--- config.mk ---
export PLATFORM = sky130hd
export DESIGN_NAME = sdram_aref_flat
export DESIGN_NICKNAME = d
export VERILOG_FILES = /design/src/rtl/sdram_aref_if.sv /design/src/rtl/sdram_aref.sv /design/src/flat_wrapper.sv
export SDC_FILE = /design/constraint.sdc
export NUM_CORES = 1
export LEC_CHECK = 0
export BUFFER_PORTS_ARGS = -buffer_cell sky130_fd_sc_hd__buf_2
export CAP_MARGIN = 40
export CORE_MARGIN = 5
export CORE_UTILIZATION = 55
export DETAILED_ROUTE_END_ITERATION = 8
export GPL_TIMING_DRIVEN = 0
export PLACE_DENSITY = 0.84
export SLEW_MARGIN = 10
export SYNTH_ARGS = -nofsm -noshare
export SYNTH_HDL_FRONTEND = slang
export SYNTH_SLANG_ARGS = --single-unit
export TNS_END_PERCENT = 30
--- constraint.sdc ---
create_clock -name sclk -period 2.65 [get_ports sclk]
set_clock_uncertainty 0.1 [all_clocks]
set_input_delay 0.265 -clock sclk [delete_from_list [all_inputs] [get_ports sclk]]
set_output_delay 0.265 -clock sclk [all_outputs]
set_load 0.01 [all_outputs]
--- src/rtl/sdram_aref_if.sv ---
// Refresh-generator side of the command arbiter: request/grant handshake plus the
// command and address this block drives onto the SDRAM bus while it owns it.
interface sdram_aref_if;
    logic        aref_en;
    logic        aref_req;
    logic        aref_busy;
    logic        aref_end;
    logic        aref_miss;
    logic [3:0]  aref_cmd;
    logic [11:0] aref_addr;

    modport master (
        input  aref_en,
        output aref_req, aref_busy, aref_end, aref_miss, aref_cmd, aref_addr
    );

    modport slave (
        output aref_en,
        input  aref_req, aref_busy, aref_end, aref_miss, aref_cmd, aref_addr
    );
endinterface

--- src/rtl/sdram_aref.sv ---
// SDRAM auto-refresh generator: times the refresh interval, requests the bus and,
// once granted, issues PRECHARGE-ALL followed by AREF_NUM AUTO REFRESH commands.
module sdram_aref #(
    parameter int REF_CYCLES  = 780,
    parameter int TRP_CYCLES  = 2,   // must be >= 1
    parameter int TRFC_CYCLES = 7,   // must be >= 1
    parameter int AREF_NUM    = 1    // 1..4
) (
    input  logic          sclk,
    input  logic          srst,
    input  logic          flag_init_end,
    sdram_aref_if.master  bus
);
    localparam logic [3:0]  CMD_NOP  = 4'b0111;
    localparam logic [3:0]  CMD_PRE  = 4'b0010;
    localparam logic [3:0]  CMD_AREF = 4'b0001;
    localparam logic [11:0] ADDR_ALL = 12'h400;

    typedef enum logic [2:0] {IDLE, PRE, WAIT_TRP, AREF, WAIT_TRFC} state_t;

    state_t      state, state_nxt;
    logic [3:0]  wait_cnt, wait_nxt;
    logic [2:0]  num, num_nxt;
    logic [9:0]  ref_cnt;
    logic        grant, wrap;

    logic        req_q, busy_q, end_q, miss_q;
    logic [3:0]  cmd_q, cmd_nxt;
    logic [11:0] addr_q;
    logic        end_nxt;

    assign grant = (state == IDLE) && req_q && bus.aref_en;
    assign wrap  = flag_init_end && (ref_cnt == 10'(REF_CYCLES - 1));

    // Interval timer is free-running once init is done; a pending request never stalls it.
    always_ff @(posedge sclk) begin
        if (srst || !flag_init_end) ref_cnt <= '0;
        else if (wrap)              ref_cnt <= '0;
        else                        ref_cnt <= ref_cnt + 10'd1;
    end

    // A wrap coinciding with a grant re-arms the request without counting a miss.
    always_ff @(posedge sclk) begin
        if (srst || !flag_init_end) begin
            req_q  <= 1'b0;
            miss_q <= srst ? 1'b0 : miss_q;
        end else if (wrap) begin
            req_q <= 1'b1;
            if (req_q && !grant) miss_q <= 1'b1;
        end else if (grant) begin
            req_q <= 1'b0;
        end
    end

    always_ff @(posedge sclk) begin
        if (srst) begin
            state    <= IDLE;
            wait_cnt <= '0;
            num      <= '0;
            cmd_q    <= CMD_NOP;
            addr_q   <= '0;
            busy_q   <= 1'b0;
            end_q    <= 1'b0;
        end else begin
            state    <= state_nxt;
            wait_cnt <= wait_nxt;
            num      <= num_nxt;
            cmd_q    <= cmd_nxt;
            addr_q   <= (state_nxt == PRE) ? ADDR_ALL : 12'h000;
            busy_q   <= (state_nxt != IDLE);
            end_q    <= end_nxt;
        end
    end

    always_comb begin
        state_nxt = state;
        wait_nxt  = wait_cnt;
        num_nxt   = num;
        case (state)
            IDLE: begin
                num_nxt = '0;
                if (grant) state_nxt = PRE;
            end
            PRE: begin
                state_nxt = WAIT_TRP;
                wait_nxt  = 4'(TRP_CYCLES - 1);
            end
            WAIT_TRP: begin
                if (wait_cnt == 4'd0) state_nxt = AREF;
                else                  wait_nxt  = wait_cnt - 4'd1;
            end
            AREF: begin
                state_nxt = WAIT_TRFC;
                wait_nxt  = 4'(TRFC_CYCLES - 1);
                num_nxt   = num + 3'd1;
            end
            WAIT_TRFC: begin
                if (wait_cnt != 4'd0)            wait_nxt  = wait_cnt - 4'd1;
                else if (num == 3'(AREF_NUM))    state_nxt = IDLE;
                else                             state_nxt = AREF;
            end
            default: state_nxt = IDLE;
        endcase

        // Outputs are registered from the next state so they line up with the state itself.
        cmd_nxt = CMD_NOP;
        if (state_nxt == PRE)  cmd_nxt = CMD_PRE;
        if (state_nxt == AREF) cmd_nxt = CMD_AREF;
        end_nxt = (state_nxt == WAIT_TRFC) && (wait_nxt == 4'd0) && (num_nxt == 3'(AREF_NUM));
    end

    assign bus.aref_req  = req_q;
    assign bus.aref_busy = busy_q;
    assign bus.aref_end  = end_q;
    assign bus.aref_miss = miss_q;
    assign bus.aref_cmd  = cmd_q;
    assign bus.aref_addr = addr_q;
endmodule

--- src/flat_wrapper.sv ---
// flat-port wrapper written by rule: the top's interface ports become plain ports
module sdram_aref_flat 
#(
    parameter int REF_CYCLES  = 780,
    parameter int TRP_CYCLES  = 2,                  
    parameter int TRFC_CYCLES = 7,                  
    parameter int AREF_NUM    = 1           
)
  (sclk, srst, flag_init_end, bus_aref_en, bus_aref_req, bus_aref_busy, bus_aref_end, bus_aref_miss, bus_aref_cmd, bus_aref_addr);
  sdram_aref_if bus_i ();
  input  logic sclk;
  input  logic srst;
  input  logic flag_init_end;
  input wire logic [$bits(bus_i.aref_en)-1:0] bus_aref_en;
  output wire logic [$bits(bus_i.aref_req)-1:0] bus_aref_req;
  output wire logic [$bits(bus_i.aref_busy)-1:0] bus_aref_busy;
  output wire logic [$bits(bus_i.aref_end)-1:0] bus_aref_end;
  output wire logic [$bits(bus_i.aref_miss)-1:0] bus_aref_miss;
  output wire logic [$bits(bus_i.aref_cmd)-1:0] bus_aref_cmd;
  output wire logic [$bits(bus_i.aref_addr)-1:0] bus_aref_addr;
  assign bus_i.aref_en = bus_aref_en;
  assign bus_aref_req = bus_i.aref_req;
  assign bus_aref_busy = bus_i.aref_busy;
  assign bus_aref_end = bus_i.aref_end;
  assign bus_aref_miss = bus_i.aref_miss;
  assign bus_aref_cmd = bus_i.aref_cmd;
  assign bus_aref_addr = bus_i.aref_addr;
  sdram_aref #(.REF_CYCLES(REF_CYCLES), .TRP_CYCLES(TRP_CYCLES), .TRFC_CYCLES(TRFC_CYCLES), .AREF_NUM(AREF_NUM)) u_core (.sclk(sclk), .srst(srst), .flag_init_end(flag_init_end), .bus(bus_i));
endmodule
After elaboration in Yosys (flattened, before gate mapping)
Index checks and enable logic that the tools add are counted.
W data, S select, Z words.
- register bits after elaboration: 40
- input port bits: 4
- output and inout bits: 20
- word-level logic and storage cells: 63
- add/subtract/negate cells: 3
- equal/unequal tests: 11
- mux-type cells: 18
- reduce and logical (&&, ||, !) cells: 20
- operators by type and width (kind ; number):
    $pmux W4 S4 ; 1
    $mux W3 ; 5
    $pmux W3 S5 ; 1
    $eq A3 B1 Y1 const B ; 4
    $mux W11 ; 1
    $add A10 B1 Y10 const B ; 1
    $eq A10 B10 Y1 const B ; 1
    $eq A3 B2 Y1 const B ; 3
    $logic_not A4 Y1 ; 2
    $mux W4 ; 2
    $eq A3 B3 Y1 const B ; 2
    $logic_and A1 B1 Y1 ; 6
    $mux W1 ; 6
    $pmux W3 S2 ; 1
    $reduce_bool A2 Y1 ; 3
    $reduce_bool A4 Y1 ; 1
    $reduce_or A2 Y1 ; 2
    $sub A4 B1 Y4 const B ; 1
    $add A3 B1 Y3 const B ; 1
    $logic_not A3 Y1 ; 1
    $reduce_and A3 Y1 ; 1
    $reduce_bool A3 Y1 ; 1
    $logic_not A1 Y1 ; 2
    $mux W2 ; 1
    2 further kinds ; 2

Longest topological paths before layout
Gate-level depths: netlist of the first run.
- depth in word-level cells: 8
- gate-level depth with buffers: 7
- depth with buffers taken out: 7

Worst setup path before layout of the first run
No wires, ideal clock.
- path type: flip-flop to flip-flop
- from: register u_core.wait_cnt[0]
- to: register u_core.end_q, in the netlist u_core.bus.aref_end
- setup time: 0.061 ns
- arrival: 1.742 ns
- data required time: 2.489 ns
- setup slack: 0.747 ns
- cell stages (with the launch flop): 8
- path buffers: 0
- period minus slack after synthesis: 1.903 ns
- path through: dfxtp_1 inv_1 ha_1 or3b_4 nand2_1 o31a_1 a2111oi_2 and4_1
- word-level cells in the longest chain between the ends: 6
- elaborated cells on any way between the ends: 13
- those cells by class: 1 x add/sub; 1 x eq/ne; 6 x mux; 5 x reduce/logical
- ends and longest elaborated chain (item ; RTL line ; text):
    start, declared ; sdram_aref.sv:22 ; logic [3:0] wait_cnt, wait_nxt;
    start signal, assigned ; sdram_aref.sv:66 ; wait_cnt <= wait_nxt;
    $sub A4 B1 Y4 (tied with other cells) ; sdram_aref.sv:90, sdram_aref.sv:98 ;
    $mux W4 (tied with other cells) ; sdram_aref.sv:98 ; if (wait_cnt != 4'd0) wait_nxt = wait_cnt - 4'd1;
    $pmux W4 S4 / $pmux W3 S5 (equally long branches) ; sdram_aref.sv:79 ; case (state)
    $logic_not A4 Y1 / $eq A3 B3 Y1 (equally long branches) ; sdram_aref.sv:109 ; end_nxt = (state_nxt == WAIT_TRFC) && (wait_nxt == 4'd0) && (num_nxt == 3'(AREF_NUM));
    $logic_and A1 B1 Y1 * (2 in series) ; sdram_aref.sv:109 ;
    end signal, assigned ; sdram_aref.sv:71 ; end_q <= end_nxt;
    end, declared ; sdram_aref.sv:27 ; logic req_q, busy_q, end_q, miss_q;
Mark *: on every way between the ends. The rest lies on a longest branch, timed or not.
A chain may end at the register's enable or synchronous reset.

Worst setup path in the final report of the first run
Ends and elaborated chain as after synthesis.

==> flow_summary.json, run 1 <==
{
  "fin_util_pct": 65.3,
  "io_pins": 24,
  "nNetsFinal": 220,
  "cts_resized": 0,
  "cp_slowest_stage_delay_ps": 490,
  "clockBufferDepth": 2,
  "synth_cells": 185,
  "route.detailed.drc": 0,
  "fin_ws_ps": 465,
  "worst_ep_required_time_ps": 2830,
  "gp_congestion": 0.896,
  "worstReg2RegEnd": "u_core.bus.aref_end$_SDFF_PP0_",
  "grtUsageTotal_pct": 19.8,
  "fp.dieW_um": 62.1,
  "syn-cell-area_mm2": 0.00149,
  "synth_cell_type_count": 46,
  "grt_pass1_vias": 1364,
  "min_path_cells": 2,
  "row_count": 18,
  "slew_violations": 0,
  "min_from": "srst",
  "insertion_delay_ps": 320,
  "hpwl_mm": 2.46,
  "diodes": 0,
  "critPathMaxFanout": 7,
  "crit_family": "compound AO/OA/AOI/OAI gates",
  "setup_tns_ps": 0,
  "viasPerCell": 5.45,
  "path_buf_inv": 1,
  "maxSlewHeadroom_pct": 65.9,
  "place.port_buffers": 11,
  "reg2reg_slack_ps": 470,
  "final.min_clock_period_ps": 2180,
  "start_kind": "flip-flop",
  "p_leak_nw": 0.684,
  "tritoncts": "built",
  "status": "finished, final reports clean",
  "drive_gt1_share_pct": 17.1,
  "tightest_slew_ps": 511,
  "power.density_mw_per_mm2": 436,
  "peakVddDrop_mv": 0.351,
  "grt_start_max_net_pins": 16,
  "crit_type": "reg2reg",
  "yosys_warnings": 0,
  "grt_overflow": 0,
  "numCtsBuffers": 3,
  "grt_antenna_before_repair": 0,
  "place_ws_ps": 532,
  "cts.sinks": 28,
  "crit_start": "u_core.wait_cnt[0]$_SDFF_PP0_",
  "drtPass1Iterations": 4,
  "dieArea_mm2": 0.00386,
  "slowest_stage": "dfxtp_1",
  "rsz0062_at_grt": "false",
  "setup_viol": 0,
  "postCtsSetupRepairBufs": 0,
  "synthToLayoutAreaGrowth_pct": 11.4,
  "yosysSeqAreaShare_pct": 38.2,
  "rr_worst_depth": 7,
  "syn-mean-instance-area_um2": 8.07,
  "cp-end-kind": "flip-flop",
  "cts.clk_slew.worst_paths_ps": 150,
  "cts_hold_buf": 0,
  "arrival_ps": 2370,
  "die_height_um": 62.1,
  "rr_startpoint": "u_core.wait_cnt[0]$_SDFF_PP0_",
  "drt-initial-drc-count": 125,
  "maxCapViolCount": 0,
  "htreeDepth": 1,
  "synth_edf_count": 1,
  "period_share_pct": 82.5,
  "async_reset_ff_share_pct": 0,
  "final_hold_viol_count": 0,
  "holdPathEnd": "u_core.num[1]$_SDFF_PP0_",
  "grt_pass1_wl_mm": 5.77,
  "routed_wl_mm": 3.26,
  "design_area_mm2": 0.00166,
  "hold_path.class": "in2reg",
  "fmax_mhz": 458,
  "fillers": 228,
  "ant_nets": 0,
  "start_util_pct": 58.7,
  "yosys_register_bits": 28,
  "coreArea_mm2": 0.00254,
  "synth_ff_type": "dfxtp_1",
  "cp_cell_sequence": "inv_1 -> ha_1 -> or3b_4 -> nand2_1 -> o31a_1 -> a2111oi_2 -> and4_1",
  "cts_root_buf": "clkbuf_4",
  "wire_per_inst_um": 13.5,
  "vias": 1314,
  "placed_area_mm2": 0.00163
}
placed cells by master, fill, tap and decap left out, types with 7 or more instances in the layout:
master | synthesis | layout
nor2b_1 | 7 | 7
inv_1 | 9 | 9
conb_1 | 1 | 12
buf_2 | 3 | 14
dfxtp_1 | 27 | 27
buf_4 | 12 | 12
nand2_1 | 18 | 18
o21ai_0 | 7 | 7
nor2_1 | 25 | 25
a21oi_1 | 14 | 14
flip-flops by register name, indices dropped and copies added (netlist names):
register and count:
u_core.bus.aref_miss 1, u_core.wait_cnt 4, u_core.bus.aref_end 1, u_core.bus.aref_req 1, u_core.bus.aref_cmd 3, u_core.num 3, u_core.bus.aref_addr 1, u_core.state 3
u_core.ref_cnt 10, u_core.bus.aref_busy 1
worst reg2reg max path: stages (launching register included):
cell and delay, ps:
dfxtp_1 490, inv_1 100, ha_1 260, or3b_4 280
nand2_1 60, o31a_1 260, a2111oi_2 340, and4_1 230
kinds of logic (layout without fill, tap and decap cells):
group | count (synthesis) | after routing | share of synthesized area (%)
and+or+nand+nor | 79 | 79 | 26.4
AOI/OAI and AO/OA | 37 | 37 | 15.9
DFF | 28 | 28 | 38.2
buffers and inverters | 26 | 41 | 9.81
xor gates and xnor gates | 8 | 8 | 4.69
adders and majority gates | 5 | 5 | 4.02
other | 1 | 12 | 0.251
muxes | 1 | 1 | 0.671
per-layer routing:
metal | track usage (%) | part of all wire, % | up-vias
li1 | - | - | 661
met1 | 25.5 | 45 | 600
met2 | 32.4 | 47 | 48
met3 | 4.13 | 6.4 | 5
met4 | 7.88 | 1.2 | 0
met5 | 0 | 0 | -
area by class of cell:
type	count	area, um2	share of cell area (%)
inverter	9	33.8	2.03
buffer	17	113	6.77
clock buffer	4	36.3	2.18
tap	30	37.5	2.26
timing repair buffer	11	55.1	3.31
sequential	28	571	34.3
multi-input combinational	142	817	49.1
worst max path at each step:
stage | end | slack, ps | depth (start not counted)
after global placement | u_core.bus.aref_end$_SDFF_PP0_ | 570 | 7
after floorplan | u_core.bus.aref_end$_SDFF_PP0_ | 750 | 7
after global routing | u_core.bus.aref_end$_SDFF_PP0_ | 420 | 7
after CTS | u_core.bus.aref_end$_SDFF_PP0_ | 510 | 7
after detailed placement | u_core.bus.aref_end$_SDFF_PP0_ | 530 | 7
final | u_core.bus.aref_end$_SDFF_PP0_ | 470 | 7
cells in the mapped netlist (5+ instances only):
cell type	instances	area, um2
a21oi_1	14	70.1
buf_4	12	90.1
dfxtp_1	27	541
inv_1	9	33.8
nand2_1	18	67.6
nand3_1	6	30.0
nand4_1	5	31.3
nor2_1	25	93.8
nor2b_1	7	43.8
o21ai_0	7	35.0
per-stage QoR:
stage | hold slack [ps] | total power [mW] | std cells
floorplan | 237 | 0.509 | 196
global placement | 329 | 0.523 | 237
detailed placement | 365 | 0.526 | 237
CTS | 77.7 | 0.729 | 241
global route | 77.3 | 0.767 | 241
finish | 99.7 | 0.725 | 241
report_power, final:
| group | switching (mW) | total, mW | internal (mW) |
|---|---|---|---|
| sequential | 0.00683 | 0.436 | 0.429 |
| clock | 0.122 | 0.206 | 0.0840 |
| combinational | 0.0467 | 0.0837 | 0.0370 |
No activity file was read; power rests on OpenSTA's default activity.
==> run 2: changes to the inputs <==
- clock period: 2.65 -> 2.05 ns (I/O delays scaled with it)
==> flow_summary.json, run 2 (synthesized netlist as in run 1, its figures left out) <==
{
  "largest-register": "u_core.ref_cnt",
  "start_kind": "flip-flop",
  "design_area_mm2": 0.00170,
  "fmax_mhz": 508,
  "worstReg2RegEnd": "u_core.bus.aref_end$_SDFF_PP0_",
  "insertion_delay_ps": 320,
  "fp.dieW_um": 62.1,
  "htreeDepth": 1,
  "gp_congestion": 0.896,
  "endpoint": "u_core.bus.aref_end$_SDFF_PP0_",
  "start_util_pct": 58.7,
  "grt_overflow": 0,
  "grt_start_max_net_pins": 16,
  "final_hold_viol_count": 0,
  "hold_path.class": "in2reg",
  "cp_slowest_stage_delay_ps": 420,
  "cts.sinks": 28,
  "drtPass1Iterations": 4,
  "row_count": 18,
  "route.detailed.drc": 0,
  "diodes": 0,
  "drt-initial-drc-count": 113,
  "reg2reg_slack_ps": 80,
  "coreArea_mm2": 0.00254,
  "slowest_stage": "or3b_4",
  "fillers": 224,
  "crit_type": "reg2reg",
  "reg.largest.list": "u_core.ref_cnt: 10 flops, u_core.wait_cnt: 4 flops",
  "nNetsFinal": 222,
  "final.min_clock_period_ps": 1970,
  "cts_root_buf": "clkbuf_4",
  "seq_area_um2": 578,
  "grt_pass1_vias": 1364,
  "power.density_mw_per_mm2": 562,
  "slew_violations": 0,
  "cp.depth": 7,
  "p_leak_nw": 0.697,
  "grtUsageTotal_pct": 19.8,
  "multiInputGateArea_um2": 830,
  "dieArea_mm2": 0.00386,
  "critPathMaxFanout": 5,
  "routed_wl_mm": 3.31,
  "largest_register_ffs": 10,
  "crit_start": "u_core.wait_cnt[0]$_SDFF_PP0_",
  "grt_pass1_wl_mm": 5.77,
  "status": "finished, final reports clean",
  "crit_family": "simple AND/OR/NAND/NOR gates",
  "drive_gt1_share_pct": 19.2,
  "peakVddDrop_mv": 0.450,
  "ant_nets": 0,
  "synthToLayoutAreaGrowth_pct": 13.7,
  "wire_per_inst_um": 13.6,
  "cp_cell_sequence": "inv_1 -> ha_4 -> or3b_4 -> nand3_1 -> o21ai_0 -> a221o_1 -> and4_1",
  "hpwl_mm": 2.46,
  "worst_ep_required_time_ps": 2190,
  "setup_tns_ps": 0,
  "numCtsBuffers": 3,
  "maxCapViolCount": 0,
  "cts_hold_buf": 0,
  "hold_slack_ps": 40.1,
  "cp-end-kind": "flip-flop",
  "clockBufferDepth": 2,
  "place.port_buffers": 11,
  "cts.clk_slew.worst_paths_ps": 150,
  "io_pins": 24,
  "tritoncts": "built",
  "viasPerCell": 5.55,
  "rr_startpoint": "u_core.wait_cnt[0]$_SDFF_PP0_",
  "placedCellCount": 237,
  "tightest_slew_ps": 527,
  "most-common-layout-cells": "nor2_1 (25), dfxtp_1 (25), nand2_1 (18)",
  "setup_viol": 0,
  "rr_worst_depth": 7,
  "placed_area_mm2": 0.00163,
  "die_height_um": 62.1,
  "final_cells": 243,
  "period_share_pct": 96.1,
  "path_buf_inv": 1,
  "grt_antenna_before_repair": 0,
  "maxSlewHeadroom_pct": 64.9,
  "arrival_ps": 2110,
  "vias": 1349
}
==> run 2: changes by cell type in the layout (fill, tap and decap cells not counted), sizes merged <==
cell,previous run,this run
buf,26,28
==> run 2: stage by stage <==
step	utilization, %	worst slack [ps]	power, mW
after floorplan	-	147	0.658
after global placement	63.9	-28.0	0.676
after detailed placement	63.9	-68.0	0.679
after CTS	65.5	26.3	0.944
after global routing	66.7	-1.93	1.01
final	66.7	80.8	0.954
==> run 2: per-layer routing <==
layer / global-route usage [%] / wire [um]
met5: 0 / 0
met4: 7.88 / 72
met3: 4.13 / 267
met2: 32.4 / 1550
met1: 25.5 / 1420
==> run 2: where the power goes <==
group | internal [mW] | switching (mW) | total (mW) | leakage (nW)
Sequential | 0.554 | 0.00631 | 0.561 | 0.229
Combinational | 0.0608 | 0.0672 | 0.128 | 0.447
Clock | 0.109 | 0.157 | 0.265 | 0.0210
==> run 2: what timing repair did <==
action	4_1_cts	5_1_grt
resized for setup	3	3
pin swaps	0	0
hold endpoints to repair	0	0
endpoints found under the setup margin	1	3
buffers inserted	0	2
==> run 2: area by class of cell <==
type,instances,share of cell area (%)
multi-input cells,142,48.9
flip-flops and latches,28,34.0
plain buffers,17,6.63
repair buffers,13,4.13
well taps,30,2.21
clock buffers,4,2.14
inverters,9,1.99
==> run 2: how the worst min path moves through the flow <==
stage / startpoint / end / slack (ps) / cells after the start
3_5_place_dp: u_core.ref_cnt[0]$_SDFF_PP0_ / u_core.ref_cnt[0]$_SDFF_PP0_ / 360 / 1
3_3_place_gp: u_core.ref_cnt[0]$_SDFF_PP0_ / u_core.ref_cnt[0]$_SDFF_PP0_ / 330 / 1
2_1_floorplan: srst / u_core.num[1]$_SDFF_PP0_ / 180 / 1
4_1_cts: srst / u_core.num[1]$_SDFF_PP0_ / 20 / 2
5_1_grt: srst / u_core.num[1]$_SDFF_PP0_ / 20 / 2
6_report: srst / u_core.num[1]$_SDFF_PP0_ / 40 / 2
==> run 2: worst reg2reg max path: stages, from the launching register on <==
cell	delay (ps)
dfxtp_4	390
inv_1	120
ha_4	170
or3b_4	420
nand3_1	100
o21ai_0	80
a221o_1	330
and4_1	200
